### src/rtl/time_capture_unit.sv
// time_capture_unit: prescaled free-running time base with
// per-channel synchronised edge capture and a CPU read port.
//
// Ports:
//   clk, nreset   clock, synchronous active-low reset
//   enable        time base runs when 1, holds when 0
//   prescale      tick every prescale+1 clk cycles
//   capture_in    asynchronous event inputs, one per channel
//   edge_sel      per-channel 0=rising 1=falling (optional)
//   nrd, addr     active-low read strobe and read select
//   value         registered read data
//   valid_out     registered: selected capture was fresh
//   pending       per-channel capture not yet read
//   overrun       per-channel edge lost while pending
//
// Optional feature macro: TIME_CAPTURE_EDGE_SELECT_EN
// (adds edge_sel; without it only rising edges capture).
module time_capture_unit #(
  parameter int BITS           = 32,
  parameter int CHANNELS       = 4,
  parameter int SEL_BITS       = 3,
  parameter int PRESCALER_BITS = 8
) (
  input  logic                      clk,
  input  logic                      nreset,
  input  logic                      enable,
  input  logic [PRESCALER_BITS-1:0] prescale,
  input  logic [CHANNELS-1:0]       capture_in,
`ifdef TIME_CAPTURE_EDGE_SELECT_EN
  input  logic [CHANNELS-1:0]       edge_sel,
`endif
  input  logic                      nrd,
  input  logic [SEL_BITS-1:0]       addr,
  output logic [BITS-1:0]           value,
  output logic                      valid_out,
  output logic [CHANNELS-1:0]       pending,
  output logic [CHANNELS-1:0]       overrun
);

  localparam logic [SEL_BITS-1:0] CH_LIM =
    SEL_BITS'(CHANNELS);

  logic [PRESCALER_BITS-1:0] div_q;
  logic [BITS-1:0]           cnt_q;
  logic                      tick;

  logic [CHANNELS-1:0] sync1_q;
  logic [CHANNELS-1:0] sync2_q;
  logic [CHANNELS-1:0] hist_q;
  logic [CHANNELS-1:0] rise;
  logic [CHANNELS-1:0] edge_det;

  logic [BITS-1:0]     cap_q [CHANNELS];
  logic [CHANNELS-1:0] rd_clr;
  logic                rd_live;
  logic [BITS-1:0]     rd_cap;
  logic                rd_pend;

  // Time base
  // Equality compare only: a divider already past a
  // newly lowered prescale runs on to all-ones, wraps,
  // and then matches.
  assign tick = enable && (div_q == prescale);

  always_ff @(posedge clk) begin
    if (!nreset) begin
      div_q <= '0;
    end else if (enable) begin
      if (tick) div_q <= '0;
      else      div_q <= div_q + 1'b1;
    end
  end

  always_ff @(posedge clk) begin
    if (!nreset) begin
      cnt_q <= '0;
    end else if (tick) begin
      cnt_q <= cnt_q + 1'b1;
    end
  end

  // Synchroniser and edge detect
  always_ff @(posedge clk) begin
    if (!nreset) begin
      sync1_q <= '0;
      sync2_q <= '0;
      hist_q  <= '0;
    end else begin
      sync1_q <= capture_in;
      sync2_q <= sync1_q;
      hist_q  <= sync2_q;
    end
  end

  assign rise = sync2_q & ~hist_q;

`ifdef TIME_CAPTURE_EDGE_SELECT_EN
  logic [CHANNELS-1:0] fall;
  logic [CHANNELS-1:0] esel_q;

  // Registered so a select change applies from the
  // following cycle, never mid-compare.
  always_ff @(posedge clk) begin
    if (!nreset) esel_q <= '0;
    else         esel_q <= edge_sel;
  end

  assign fall     = ~sync2_q & hist_q;
  assign edge_det = (rise & ~esel_q) |
                    (fall &  esel_q);
`else
  assign edge_det = rise;
`endif

  // Read decode
  assign rd_live = addr >= CH_LIM;

  always_comb begin
    rd_clr  = '0;
    rd_cap  = '0;
    rd_pend = 1'b0;
    for (int i = 0; i < CHANNELS; i++) begin
      if (addr == SEL_BITS'(i)) begin
        rd_cap  = cap_q[i];
        rd_pend = pending[i];
        rd_clr[i] = ~nrd;
      end
    end
  end

  // Capture registers and flags
  // Keep-first while pending, except when the read that
  // clears the channel lands in the same cycle: then the
  // new edge reloads and stays pending.
  always_ff @(posedge clk) begin
    if (!nreset) begin
      for (int i = 0; i < CHANNELS; i++) begin
        cap_q[i] <= '0;
      end
      pending <= '0;
      overrun <= '0;
    end else begin
      for (int i = 0; i < CHANNELS; i++) begin
        if (edge_det[i] &&
            (!pending[i] || rd_clr[i])) begin
          cap_q[i] <= cnt_q;
        end

        if (edge_det[i])     pending[i] <= 1'b1;
        else if (rd_clr[i])  pending[i] <= 1'b0;

        if (rd_clr[i])       overrun[i] <= 1'b0;
        else if (edge_det[i] && pending[i])
                             overrun[i] <= 1'b1;
      end
    end
  end

  // Registered read data
  always_ff @(posedge clk) begin
    if (!nreset) begin
      value     <= '0;
      valid_out <= 1'b0;
    end else if (!nrd) begin
      unique case (1'b1)
        rd_live: begin
          value     <= cnt_q;
          valid_out <= 1'b1;
        end
        default: begin
          value     <= rd_cap;
          valid_out <= rd_pend;
        end
      endcase
    end
  end

endmodule
### config.mk
export PLATFORM = sky130hd
export DESIGN_NAME = time_capture_unit
export DESIGN_NICKNAME = d
export VERILOG_FILES = /design/src/rtl/time_capture_unit.sv
export SDC_FILE = /design/constraint.sdc
export NUM_CORES = 1
export LEC_CHECK = 0
export ABC_AREA = 1
export CAP_MARGIN = 0
export CORE_MARGIN = 2
export CORE_UTILIZATION = 56
export CTS_BUF_LIST = sky130_fd_sc_hd__clkbuf_8
export DETAILED_ROUTE_END_ITERATION = 8
export GPL_TIMING_DRIVEN = 0
export PLACE_DENSITY = 0.76
export SLEW_MARGIN = 20
export SYNTH_ARGS = -nofsm -noshare
export SYNTH_HDL_FRONTEND = slang
export SYNTH_SLANG_ARGS = --single-unit
### constraint.sdc
create_clock -name clk -period 3.1 [get_ports clk]
set_input_delay 0.31 -clock clk [delete_from_list [all_inputs] [get_ports clk]]
set_output_delay 0.31 -clock clk [all_outputs]
set_load 0.05 [all_outputs]
==> summary.md <==
| Metric | Value |
|---|---|
| Outcome | `completed` |
| Top-Level Pins | `60` |
| Data arrival time of the critical path | `2.66 ns` |
| Aggregate routed wire length | `28,500 um` |
| Die Y | `137 um` |
| Ant. Diodes | `0` |
| Worst path cell trace | `ha_1 -> nand2_1 -> nor2_2 -> inv_2 -> nor2_1 -> nand3_1 -> nand2_1 -> nand2_1 -> a21oi_1` |
| Post-route ant nets | `0` |
| Netlist cell types | `33` |
| Largest net degree at the start of global routing | `18` |
| RSZ-0062 raised after global routing | `false` |
| Fin Setup TNS | `0 ns` |
| Final Hold Slack | `0.184 ns` |
| Worst setup EP type | `register` |
| Register area share after synthesis | `57.5%` |
| Clock root cell | `clkbuf_8` |
| P&R area growth vs syn | `16.4%` |
| Post-CTS setup buffers | `0` |
| Final Setup Violations | `0` |
| Most frequent cells in the layout | `nand2_1 (274), nor2_1 (201), edfxtp_1 (128), inv_1 (102), dfxtp_1 (93)` |
| Cell family with most CP delay | `simple AND/OR/NAND/NOR gates` |
| H-Tree Depth | `2` |
| Synth Area per Inst | `8.65 um^2` |
| Tot GR Track Use | `31.3%` |
| DR iter-0 viols | `856` |
| HPWL after DPL | `20,000 um` |
| Layout Skew | `0.0316 ns` |
| Slowest stage delay, CP | `0.56 ns` |
| Cts bufs inserted | `36` |
| Post-synth top area cell | `edfxtp_1` |
| Synth top area share | `38.8%` |
| Starting density of the core | `57.3%` |
| Die X | `137 um` |
| Most common cell after layout, fill and taps aside | `nand2_1` |
| Dpl cells | `1,433` |
| Synth area leaders | `edfxtp_1 (39%), dfxtp_1 (19%), nand2_1 (11%)` |
| Routed via count | `8,559` |
| Synthesized Nets | `1,168` |
| DR pass1 iterations | `6` |
| Lkg Pwr | `4.16 nW` |
| Power Density | `536 nW/um^2` |
| Total congestion overflow | `0` |
| CTS tree | `built` |
| Max Freq | `453 MHz` |
| Post-synthesis cell count | `1,147` |
| Antenna violations before repair | `0` |
| Vias/cell | `5.71` |
| Final Net Count | `1,267` |
| Fin crit share | `71.1%` |
| CP Buf/Inv Count | `1` |
| Final Hold Violating Endpoints | `0` |
| Worst-margin pin slew | `0.815 ns` |
| Routability cong. | `1.02` |
| Setup CP Type | `register to register` |
| Post-route cell area | `11,500 um^2` |
| Core Util, Final | `66.8%` |
| Max_cap viols | `0` |
| Setup ws final | `0.895 ns` |
| Crit path max fanout | `8` |
| Worst skew pair latency | `0.55 ns` |
| FF+latch count, synth | `221` |
| Routed len/inst | `19.0 um` |
| Hold Path Class | `input port to register` |
| Crit path time final | `2.21 ns` |
| Relative slew slack | `45.6%` |
| Total power | `6.19 mW` |
| CP Launch Type | `register` |
| Critical-path top delay cell | `dfxtp_1` |
| Synth warn | `0` |
| CP dominant cell by count | `nand2_1` |
| Cts repair resizes | `0` |
| Peak VDD IR | `0.450 mV` |
| Clk buf depth | `3` |
| Core Footprint | `17,300 um^2` |
| Hold_buf cts | `0` |
| Layout Cells excl Fill | `1,499` |
| Row cnt | `48` |
| # port buffers | `57` |
| Mapped cell area | `9920 um^2` |
| Vias in the first global route | `8,283` |
| Max-slew violations | `0` |
| Placed cell areas | `10,900 um^2` |
| # DRC | `0` |
| First-pass GRT wire length | `44,000 um` |
| Die footprint | `18,800 um^2` |
| Worst-path clk slew | `0.06 ns` |
| CTS Sinks | `221` |
| Layout cells sized above 1 | `8.01%` |
| Pre-CTS WS | `0.392 ns` |
| CP Data Required Time | `3.55 ns` |
## power breakdown
part / internal (mW) / switching, mW / leakage (nW)
registers: 3.23 / 0.0465 / 2.08
logic: 0.166 / 0.395 / 1.69
clock network: 1.17 / 1.19 / 0.399
total: 4.56 / 1.63 / 4.16
## sequential cells by signal, indices dropped and copies added (netlist names)
name and cells:
overrun 4, value 32, cnt_q 32, valid_out 1, sync1_q 4, sync2_q 4
hist_q 4, cap_q 128, div_q 8, pending 4
## synthesized netlist by cell type, drive strengths merged
cell	n
a21oi	71
a221oi	1
a41oi	17
buf	30
clkbuf	28
clkinv	1
dfxtp	93
edfxtp	128
ha	2
inv	91
mux2i	13
nand2	279
nand3	42
nand4	23
nor2	207
nor3	5
o211ai	13
o21a	2
o21ai	80
o221a	1
or2	5
xnor2	2
xor2	13
## kinds of logic after synthesis
group / after synthesis / synth area share [%]
DFF: 221 / 57.5
AOI/OAI and AO/OA: 185 / 10.6
and+or+nand+nor: 561 / 23.0
adders and majority gates: 2 / 0.252
xor gates and xnor gates: 15 / 1.32
muxes: 13 / 1.31
buffers and inverters: 150 / 6.06
## final timing paths
kind | start | to | slack (ns) | depth (start not counted)
setup / recovery | cnt_q[0] | cnt_q[28] | 0.89 | 9
hold / removal | addr[2] | value[1] | 0.18 | 3
setup reg to reg | cnt_q[0] | cnt_q[28] | 0.89 | 9
hold reg to reg | sync1_q[1] | sync2_q[1] | 0.41 | 2
## routing by layer
layer	vias up	GRT usage [%]	wire [um]
met1	4016	40.7	11500
met2	451	49.5	13300
met4	0	16.2	1020
met3	75	6.41	2660
met5	-	0	0
li1	4017	-	-
## worst min-delay path, cell delays in order
cell and delay [ns]:
buf_2 0.16, nand2_1 0.09, a41oi_1 0.11
## final cells by class
| class | instances | area [um^2] |
|---|---|---|
| Tap cell | 225 | 282 |
| Clock buffer | 39 | 537 |
| Sequential cell | 221 | 5710 |
| Timing Repair Buffer | 61 | 681 |
| Clock inverter | 27 | 119 |
| Inverter | 92 | 345 |
| Fill cell | 1442 | 5750 |
| Buffer | 58 | 255 |
| Multi-Input combinational cell | 776 | 3620 |
No activity file was read; power rests on OpenSTA's default activity.
